<file path="src/rtl/coreaxi4dma_pkg.sv">
// Shared definitions for the CoreAXI4DMA control-path blocks: FSM encodings,
// AXI response codes and control-bus widths.
package coreaxi4dma_pkg;

  localparam logic [2:0] ST_IDLE    = 3'd0;
  localparam logic [2:0] ST_WR_REQ  = 3'd1;
  localparam logic [2:0] ST_WR_RESP = 3'd2;
  localparam logic [2:0] ST_RD_REQ  = 3'd3;
  localparam logic [2:0] ST_RD_RESP = 3'd4;

  typedef enum logic [2:0] {
    IDLE    = ST_IDLE,
    WR_REQ  = ST_WR_REQ,
    WR_RESP = ST_WR_RESP,
    RD_REQ  = ST_RD_REQ,
    RD_RESP = ST_RD_RESP
  } ctrl_state_t;

  localparam logic [1:0] RESP_OKAY   = 2'b00;
  localparam logic [1:0] RESP_SLVERR = 2'b10;

  localparam int CTRL_ADDR_WIDTH = 11;
  localparam int CTRL_DATA_WIDTH = 32;

  // Control-bus addresses are word aligned; the byte offset is dropped.
  function automatic logic [CTRL_ADDR_WIDTH-1:0] word_addr(input logic [CTRL_ADDR_WIDTH-1:0] a);
    return {a[CTRL_ADDR_WIDTH-1:2], 2'b00};
  endfunction

endpackage

</file>
<file path="src/rtl/coreaxi4dma_ctrl_timeout.sv">
// Control-bus response timer: counts cycles spent waiting on the bus and
// flags expiry on the last allowed cycle. Only built with CTRL_TIMEOUT_EN.
module coreaxi4dma_ctrl_timeout #(
  parameter int TIMEOUT_CYCLES = 256
) (
  input  logic clock,
  input  logic reset,
  input  logic active,
  output logic expired
);

  localparam int CW = ($clog2(TIMEOUT_CYCLES) > 9) ? $clog2(TIMEOUT_CYCLES) : 9;
  localparam logic [CW-1:0] LAST = CW'(TIMEOUT_CYCLES - 1);

  logic [CW-1:0] count;

  // Idle cycles hold the count at zero, so every request starts from a clean count.
  always_ff @(posedge clock or posedge reset) begin
    if (reset)
      count <= '0;
    else if (!active)
      count <= '0;
    else if (count != LAST)
      count <= count + CW'(1);
  end

  assign expired = active && (count == LAST);

endmodule

</file>
<file path="src/rtl/coreaxi4dma_axilite_target_ctrl.sv">
// AXI4-Lite target bridging host register accesses onto the single-beat DMA control bus.
// Optional response timeout (SLVERR on expiry) is enabled by defining CTRL_TIMEOUT_EN.
module coreaxi4dma_axilite_target_ctrl
  import coreaxi4dma_pkg::*;
#(
  parameter int AXI_ADDR_WIDTH = 32,
  parameter int TIMEOUT_CYCLES = 256
) (
  input  logic                        clock,
  input  logic                        reset,
  input  logic                        AWVALID,
  output logic                        AWREADY,
  input  logic [AXI_ADDR_WIDTH-1:0]   AWADDR,
  input  logic                        WVALID,
  output logic                        WREADY,
  input  logic [31:0]                 WDATA,
  input  logic [3:0]                  WSTRB,
  output logic                        BVALID,
  input  logic                        BREADY,
  output logic [1:0]                  BRESP,
  input  logic                        ARVALID,
  output logic                        ARREADY,
  input  logic [AXI_ADDR_WIDTH-1:0]   ARADDR,
  output logic                        RVALID,
  input  logic                        RREADY,
  output logic [31:0]                 RDATA,
  output logic [1:0]                  RRESP,
  output logic                        ctrlSel,
  output logic                        ctrlWr,
  output logic [CTRL_ADDR_WIDTH-1:0]  ctrlAddr,
  output logic [CTRL_DATA_WIDTH-1:0]  ctrlWrData,
  output logic [3:0]                  ctrlWrStrbs,
  input  logic                        ctrlWrRdy,
  input  logic [CTRL_DATA_WIDTH-1:0]  ctrlRdData,
  input  logic                        ctrlRdValid
);

  ctrl_state_t state, state_nxt;
  logic        last_wr;
  logic        idle, wr_pend, rd_pend, grant_wr, grant_rd;
  logic        expired;

  // Readies are held low during reset even though the state already reads IDLE.
  assign idle     = (state == IDLE) && !reset;
  assign wr_pend  = AWVALID && WVALID;
  assign rd_pend  = ARVALID;
  assign grant_wr = idle && wr_pend && (!rd_pend || !last_wr);
  assign grant_rd = idle && rd_pend && (!wr_pend || last_wr);

  assign AWREADY = grant_wr;
  assign WREADY  = grant_wr;
  assign ARREADY = grant_rd;
  assign ctrlSel = (state == WR_REQ) || (state == RD_REQ);

`ifdef CTRL_TIMEOUT_EN
  coreaxi4dma_ctrl_timeout #(
    .TIMEOUT_CYCLES (TIMEOUT_CYCLES)
  ) u_timeout (
    .clock   (clock),
    .reset   (reset),
    .active  (ctrlSel),
    .expired (expired)
  );
`else
  assign expired = 1'b0;
`endif

  logic unused_bits;
  assign unused_bits = ^{AWADDR[AXI_ADDR_WIDTH-1:11], AWADDR[1:0],
                         ARADDR[AXI_ADDR_WIDTH-1:11], ARADDR[1:0], (TIMEOUT_CYCLES < 2)};

  always_comb begin
    state_nxt = state;
    case (state)
      IDLE: begin
        if (grant_wr)      state_nxt = WR_REQ;
        else if (grant_rd) state_nxt = RD_REQ;
      end
      WR_REQ:  if (ctrlWrRdy || expired)   state_nxt = WR_RESP;
      WR_RESP: if (BREADY)                 state_nxt = IDLE;
      RD_REQ:  if (ctrlRdValid || expired) state_nxt = RD_RESP;
      RD_RESP: if (RREADY)                 state_nxt = IDLE;
      default: state_nxt = IDLE;
    endcase
  end

  always_ff @(posedge clock or posedge reset) begin
    if (reset) begin
      state       <= IDLE;
      last_wr     <= 1'b0;
      ctrlWr      <= 1'b0;
      ctrlAddr    <= '0;
      ctrlWrData  <= '0;
      ctrlWrStrbs <= '0;
      BVALID      <= 1'b0;
      BRESP       <= RESP_OKAY;
      RVALID      <= 1'b0;
      RDATA       <= '0;
      RRESP       <= RESP_OKAY;
    end else begin
      state <= state_nxt;

      // Bus outputs only change on a grant, so they keep their last value while idle.
      if (grant_wr) begin
        last_wr     <= 1'b1;
        ctrlWr      <= 1'b1;
        ctrlAddr    <= word_addr(AWADDR[CTRL_ADDR_WIDTH-1:0]);
        ctrlWrData  <= WDATA;
        ctrlWrStrbs <= WSTRB;
      end else if (grant_rd) begin
        last_wr     <= 1'b0;
        ctrlWr      <= 1'b0;
        ctrlAddr    <= word_addr(ARADDR[CTRL_ADDR_WIDTH-1:0]);
      end

      if (state == WR_REQ && (ctrlWrRdy || expired)) begin
        BVALID <= 1'b1;
        BRESP  <= ctrlWrRdy ? RESP_OKAY : RESP_SLVERR;
      end else if (state == WR_RESP && BREADY) begin
        BVALID <= 1'b0;
      end

      // A response arriving on the expiry cycle takes priority over the timeout.
      if (state == RD_REQ && ctrlRdValid) begin
        RVALID <= 1'b1;
        RDATA  <= ctrlRdData;
        RRESP  <= RESP_OKAY;
      end else if (state == RD_REQ && expired) begin
        RVALID <= 1'b1;
        RDATA  <= '0;
        RRESP  <= RESP_SLVERR;
      end else if (state == RD_RESP && RREADY) begin
        RVALID <= 1'b0;
      end
    end
  end

endmodule

</file>
<file path="config.mk">
export PLATFORM = sky130hd
export DESIGN_NAME = coreaxi4dma_axilite_target_ctrl
export DESIGN_NICKNAME = d
export VERILOG_FILES = /design/src/rtl/coreaxi4dma_pkg.sv /design/src/rtl/coreaxi4dma_ctrl_timeout.sv /design/src/rtl/coreaxi4dma_axilite_target_ctrl.sv
export SDC_FILE = /design/constraint.sdc
export NUM_CORES = 1
export LEC_CHECK = 0
export BUFFER_PORTS_ARGS = -buffer_cell sky130_fd_sc_hd__buf_4
export CAP_MARGIN = 20
export CORE_MARGIN = 2
export CORE_UTILIZATION = 25
export DETAILED_ROUTE_END_ITERATION = 16
export MAX_ROUTING_LAYER = met4
export SYNTH_ARGS = -nofsm -noshare
export SYNTH_HDL_FRONTEND = slang
export SYNTH_HIERARCHICAL = 1
export SYNTH_SLANG_ARGS = --single-unit
</file>
<file path="constraint.sdc">
create_clock -name clock -period 7.5 [get_ports clock]
set_input_delay 2.25 -clock clock [delete_from_list [all_inputs] [get_ports clock]]
set_output_delay 2.25 -clock clock [all_outputs]
set_load 0.005 [all_outputs]
</file>
# Word level (Yosys, flattened, before mapping)
# Index checks and enable logic that the tools add are counted.
# classes
muxes,16
n_eq_ne,9
n_reduce_logical,22
# ops
op,n
11-bit 2-to-1 mux,2
3-bit 2-to-1 mux,6
3-bit one-hot mux with 5 select lines,1
1-bit logical AND,10
"2-bit inequality test, second input constant",4
"3-bit by 2-bit == test with 1-bit output, second input constant",2
1-bit 2-to-1 mux,6
2-bit nonzero test,3
5-bit AND reduction,1
1-bit logical NOT,4
"3-bit by 1-bit == test with 1-bit output, second input constant",1
"3-bit == test, second input constant",1
3-bit logical NOT,1
1-bit logical OR,3
"3-bit inequality test, second input constant",1
2-bit 2-to-1 mux,1
# word_totals
reg_bits,87
word_cells,56
output_inout_bits,90

# Depth between registers and ports, before layout
# Gate-level depths: netlist (run 1).
# depth
word_depth,7
ltp_mapped,7

# Worst setup path before layout (run 1)
# Ideal clock, no wire load.
# synth_path
path_kind,input to output
startpoint,in reset
endpoint,out WREADY
t_required_ns,5.250
path_buffers,3
path_slack_ns,2.225
cell_stages,6
arrival_ns,3.025
path_cell_list,nor4_4 nand4_1 buf_4 buf_6 inv_1 buf_4
# synth_between
elab_chain_cells,4
# synth_lines
element,line,source
"start, declared",coreaxi4dma_axilite_target_ctrl.sv:10,"input logic reset,"
1-bit logical NOT (no source line),-,
1-bit logical AND,coreaxi4dma_axilite_target_ctrl.sv:44,assign idle = (state == IDLE) && !reset;
1-bit logical AND (2 in a row),coreaxi4dma_axilite_target_ctrl.sv:47,assign grant_wr = idle && wr_pend && (!rd_pend || !last_wr);
"end, declared",coreaxi4dma_axilite_target_ctrl.sv:15,"output logic WREADY,"
# Every way passes these cells.

# Worst setup path in the final report (run 1)
# layout_path
startpoint,in reset
endpoint,out AWREADY
# layout_between
elab_chain_cells,4
# layout_lines
element,line,source
1-bit logical NOT (no source line),-,
1-bit logical AND,coreaxi4dma_axilite_target_ctrl.sv:44,
1-bit logical AND (2 in a row),coreaxi4dma_axilite_target_ctrl.sv:47,
"end, declared",coreaxi4dma_axilite_target_ctrl.sv:12,"output logic AWREADY,"
# Every way passes these cells.

==> impl_metrics.toml, run 1 <==
[logic_synthesis]
synth_area_um2 = 3410
yosysMostFrequentCell = "dfrtp_1"
synth_cell_type_count = 26
synth_adder_area_share = 0
synthTopCellsByCount = "dfrtp_1 (84), mux2_2 (50), mux2_4 (18)"
synth_top_family_by_area = "multiplexers"
yosysTopAreaCell = "dfrtp_1"
synth_compound_area_frac = 0.0507
synth_edf_count = 0
synth.area.mux_share = 0.245
ys_async_sr_fraction = 1.00
synth_simple_gate_area_frac = 0.0470
synthFlopType = "dfrtp_1"
syn_inst = 235
synth_xor_area_frac = 0
ys_warn_count = 6
ys_top_cells_by_area = "dfrtp_1 (62%), mux2_2 (17%), mux2_4 (7.9%), a21oi_1 (1.9%), o22ai_1 (1.8%)"
synth-seq-cells = 84
synth_top_area_share = 0.617
synth_seq_area_share = 0.617
avgSynthCellArea_um2 = 14.5

[placement]
port_buffers = 179
dp_slack_ns = 1.82
place_inst = 581
dp_hpwl_um = 6180
globalplace.congestion = 0.714

[clock_tree]
ctsRootBufferMaster = "clkbuf_16"
clk_pin_slew_ns = 0.06
post_cts_buffers = 0
clk_latency_ns = 0.33
cts-buffers-inserted = 9
ctsResizeCount = 0
cts.path.max_buffers = 2
cts_sinks = 84
hold_buffers = 0
cts_tree = "yes"
htreeDepth = 3

[sta]
relSlewSlack = 0.511
setup_slack_ns = 1.89
period_minus_slack_ns = 5.61
rsz0062_at_grt = "false"
setup_tns_ns = 0
hold_slack_ns = 0.505
setup_viol = 0
fin_skew_ns = 0.00505
fin_crit_sh = 0.748
fmax_ghz = 0.178
hold_viol = 0
worst_slew_pin_slew_ns = 0.733
maxSlewViolCount = 0

[global_route]
antenna_found_initial = 0
gr-total-overflow = 0
grt_pass1_wl_um = 13300
grt_use_total = 0.121
grt_max_degree = 44
grt_pass1_vias = 2681

[layout]
fin_nets = 557
area_growth_pct = 51.4
diodes = 0
num-fill-cells = 1287
drive_gt1_frac = 0.642
utilization = 0.388
finalNonFillerCells = 595

[setup_path]
critPathCaptureType = "output pin"
path_class = "primary input to output pin"
crit_arrival_ns = 3.36
critical_path_required_ns = 5.25
crit_fanout = 11
worstSetupStartpointType = "primary input"

[detailed_routing]
dr_wl_met2_um = 4070
drt_iter0_drc = 132
avgViaCountPerCell = 4.23
drt_wl_total_um = 8320
num_vias = 2515
wl_per_cell_um = 14.0
firstDrtPassIters = 4
drc_errors = 0
routed.top_layer = "met4"
wl_met3_um = 641
met1_length_um = 3460
drtAntennaViolNets = 0

[status]
outcome = "finished clean"

[floorplan]
ios = 231
die_area_um2 = 14600
rows = 42
core_area_um2 = 13300
die_y_um = 121
start_util = 0.256
die_w_um = 121

[power_and_ir_drop]
power.share.clock = 0.205
sw_frac_of_total = 0.278
ir_worst_vdd_mv = 0.161
p_leak_uw = 0.00257
internal_power_uw = 1390
p_seq_frac = 0.416
power_switching_uw = 537
combPwrFrac = 0.379
powerDensity_nw_per_um2 = 374

[min_path]
hold_path.class = "register to register"

[flow_run]
cap_violations = 0
-- area by class of cell --
| type | instances | area [µm²] | area share |
|---|---|---|---|
| clock buffers | 11 | 243 | 0.0471 |
| flip-flops and latches | 84 | 2100 | 0.408 |
| clock inverters | 3 | 15.0 | 0.00291 |
| repair buffers | 183 | 1370 | 0.267 |
| well taps | 176 | 220 | 0.0427 |
| inverters | 4 | 16.3 | 0.00316 |
| multi-input cells | 134 | 1180 | 0.230 |
-- registers in the layout (all words and copies together), names as in the netlist --
name,count
BVALID,1
ctrlAddr,9
ctrlWrData,32
BRESP,1
RDATA,32
state,3
RVALID,1
ctrlWrStrbs,4
last_wr,1
-- worst max-delay path, cell delays in order --
cell	delay, ns
buf_4	0.13
nor4_4	0.46
nand4_1	0.24
inv_1	0.14
buf_4	0.13
-- metrics by stage --
| stage | total power [µW] | cell area (µm²) |
|---|---|---|
| floorplan | 1120 | 3420 |
| global placement | 1530 | 4900 |
| global route | 2060 | 5150 |
| CTS | 1970 | 5150 |
| detailed placement | 1550 | 4900 |
| finish | 1930 | 5150 |
-- per-layer routing --
metal,GRT usage,up-vias
met5,-,-
met4,0.0545,0
met3,0.0382,14
met2,0.187,115
met1,0.145,1211
li1,-,1175
-- power by group through the flow --
stage                     registers, µW  logic, µW  clock network (µW)
after global routing                833        798                 430
after floorplan                     801        319                   0
after global placement              796        739                   0
after detailed placement            806        749                   0
after CTS                           806        748                 414
final                               803        732                 395
-- worst paths after layout --
path	startpoint	endpoint	slack (ns)	cells after the start
worst max-delay path	reset	AWREADY	1.89	5
worst min-delay path	ctrlWrData[22]	ctrlWrData[22]	0.50	1
worst max register to register	state[0]	ctrlWrData[14]	5.26	4
worst min register to register	ctrlWrData[22]	ctrlWrData[22]	0.50	1
max in group asynchronous	reset	RVALID	4.43	3
min in group asynchronous	reset	ctrlWrData[2]	2.04	2
-- cells by family (layout without fill, tap and decap cells) --
| family | after synthesis | after routing |
|---|---|---|
| AOI/OAI and AO/OA | 30 | 30 |
| buffers and inverters | 21 | 201 |
| DFF | 84 | 84 |
| muxes | 68 | 68 |
| other | 1 | 5 |
| and+or+nand+nor | 31 | 31 |
-- cells in the final DEF, fill, tap and decap left out, types with 2 or more instances in the layout --
master / Yosys / routed
conb_1: 1 / 5
o21ai_0: 4 / 4
clkbuf_16: 0 / 9
nand3_1: 2 / 2
dfrtp_1: 84 / 84
clkinv_2: 0 / 4
a21oi_1: 13 / 13
nand2_1: 9 / 9
inv_1: 4 / 3
nor2_1: 11 / 11
o22ai_1: 10 / 10
buf_4: 7 / 183
mux2_4: 18 / 18
mux2_2: 50 / 50
nor2b_1: 2 / 2
Power figures use the tool's default switching activity.
==> run 2: changes to the inputs <==
Settings changed: ABC_AREA set to 1.
Clock period 7.5 ns to 5.67 ns, I/O delays scaled along.
==> run 2 against run 1 <==
Effect of this change: register-to-register slack got worse by 1.6 ns; cell count rose by 20%; worst setup slack got worse by 0.29 ns.
==> impl_metrics.toml, run 2 <==
[sta]
setup_viol = 0
maxSlewViolCount = 0
setup_tns_ns = 0
setup_slack_ns = 1.60
period_minus_slack_ns = 4.07
rsz0062_at_grt = "false"
fin_crit_sh = 0.718
worst_slew_pin_slew_ns = 1.03
relSlewSlack = 0.311
fin_skew_ns = 0.00747
fmax_ghz = 0.246
hold_viol = 0

[layout]
fin_area_um2 = 5380
num-fill-cells = 1428
final_cell_mix = "buf_4 (181), nand2_1 (153), dfrtp_1 (84)"
area_growth_pct = 49.0
fin_nets = 671
top_regs = "RDATA (32), ctrlWrData (32), ctrlAddr (9)"
layout_commonest_cell = "buf_4"
diodes = 0
drive_gt1_frac = 0.445
finalNonFillerCells = 715

[status]
outcome = "finished clean"

[logic_synthesis]
yosysMostFrequentCell = "nand2_1"
synth-seq-cells = 84
syn_inst = 352
synth_top_area_share = 0.582
ys_async_sr_fraction = 1.00
synth_seq_area_share = 0.582
ys_top_cells_by_area = "dfrtp_1 (58%), nand2_1 (16%), mux2_4 (12%), buf_6 (2.5%), inv_1 (2.2%)"
synthFlopType = "dfrtp_1"
ys_warn_count = 6
synth_edf_count = 0
synth_cell_type_count = 21
synthTopCellsByCount = "nand2_1 (153), dfrtp_1 (84), mux2_4 (28)"
yosysTopAreaCell = "dfrtp_1"
avgSynthCellArea_um2 = 10.3
synth_area_um2 = 3610

[placement]
placed_area_um2 = 5050
dp_slack_ns = 1.59
globalplace.congestion = 0.777
place_inst = 698
port_buffers = 179
dp_hpwl_um = 6760

[global_route]
grt_use_total = 0.128
gr-total-overflow = 0
grt_max_degree = 85
antenna_found_initial = 0
grt_pass1_wl_um = 15400
grt_pass1_vias = 3061

[power_and_ir_drop]
p_leak_uw = 0.00298
ir_worst_vdd_mv = 0.146
total_power_uw = 2630
powerDensity_nw_per_um2 = 488

[clock_tree]
clk_latency_ns = 0.34
ctsRootBufferMaster = "clkbuf_16"
hold_buffers = 0
ctsResizeCount = 0
cts_sinks = 84
cts.path.max_buffers = 2
cts-buffers-inserted = 9
htreeDepth = 3
cts_tree = "yes"
clk_pin_slew_ns = 0.06
post_cts_buffers = 0

[detailed_routing]
firstDrtPassIters = 4
drc_errors = 0
drt_iter0_drc = 77
drtAntennaViolNets = 0
num_vias = 2925
drt_wl_total_um = 9350
avgViaCountPerCell = 4.09
wl_per_cell_um = 13.1

[min_path]
hold_path.class = "register to register"
hold_depth = 2
min_from = "ctrlWrData[19]"

[flow_run]
cap_violations = 0

[floorplan]
ios = 231
die_area_um2 = 15400
die_y_um = 124
die_w_um = 124
core_area_um2 = 14000
rows = 43
start_util = 0.258

[setup_path]
critical_path_required_ns = 3.97
r2r_start = "state[2]"
critPathCaptureType = "output pin"
crit_arrival_ns = 2.37
crit_fanout = 6
path_class = "primary input to output pin"
crit_start = "AWVALID"
r2r_cells = 7
worstSetupStartpointType = "primary input"
==> run 2: cell families after synthesis <==
group,after synthesis,synth area share
simple gates,181,0.199
mux,32,0.129
flops,84,0.582
compound gates,13,0.0190
buf+inv,41,0.0699
other cells,1,0.00104
==> run 2: worst max-delay path: stages <==
cell	delay (ns)
buf_4	0.08
nand2_1	0.07
inv_1	0.06
nand2_1	0.11
nor2_4	0.21
buf_4	0.14
==> run 2: final cells by class <==
cell class | instances | area [µm²] | area share
clock buffer | 10 | 239 | 0.0444
clock inverter | 6 | 62.6 | 0.0116
inverter | 22 | 88.8 | 0.0165
multi-input combinational | 231 | 1280 | 0.238
sequential | 84 | 2100 | 0.391
tap | 180 | 225 | 0.0418
timing repair buffer | 182 | 1390 | 0.258
==> run 2: path summary, 6_finish.rpt <==
kind | to | slack, ns
max in group asynchronous | ctrlWrData[3] | 3.55
min in group asynchronous | ctrlWrData[30] | 1.53
max | WREADY | 1.60
max reg2reg | ctrlWrData[30] | 3.62
min reg2reg | ctrlWrData[19] | 0.47
min | ctrlWrData[19] | 0.47
==> run 2: layer usage <==
layer  vias to the layer above  GRT usage  routed length, µm  part of all wire
met5                         -          -                  0                 0
met2                        86      0.203               4590              0.49
met3                        15     0.0293                467             0.050
li1                       1433          -                  -                 -
met4                         0     0.0575                227             0.024
met1                      1391      0.156               4060              0.43
==> run 2: through the flow <==
step | util | hold slack, ns
after global placement | 0.361 | 0.460
after detailed placement | 0.361 | 0.464
after floorplan | - | 0.464
after global routing | 0.385 | 0.500
final | 0.385 | 0.473
after CTS | 0.383 | 0.479
==> run 2: report_power, final <==
part	total, µW	switching [µW]	internal (µW)
Clock	590	237	353
Combinational	994	380	614
Sequential	1040	164	881
Total	2630	780	1850
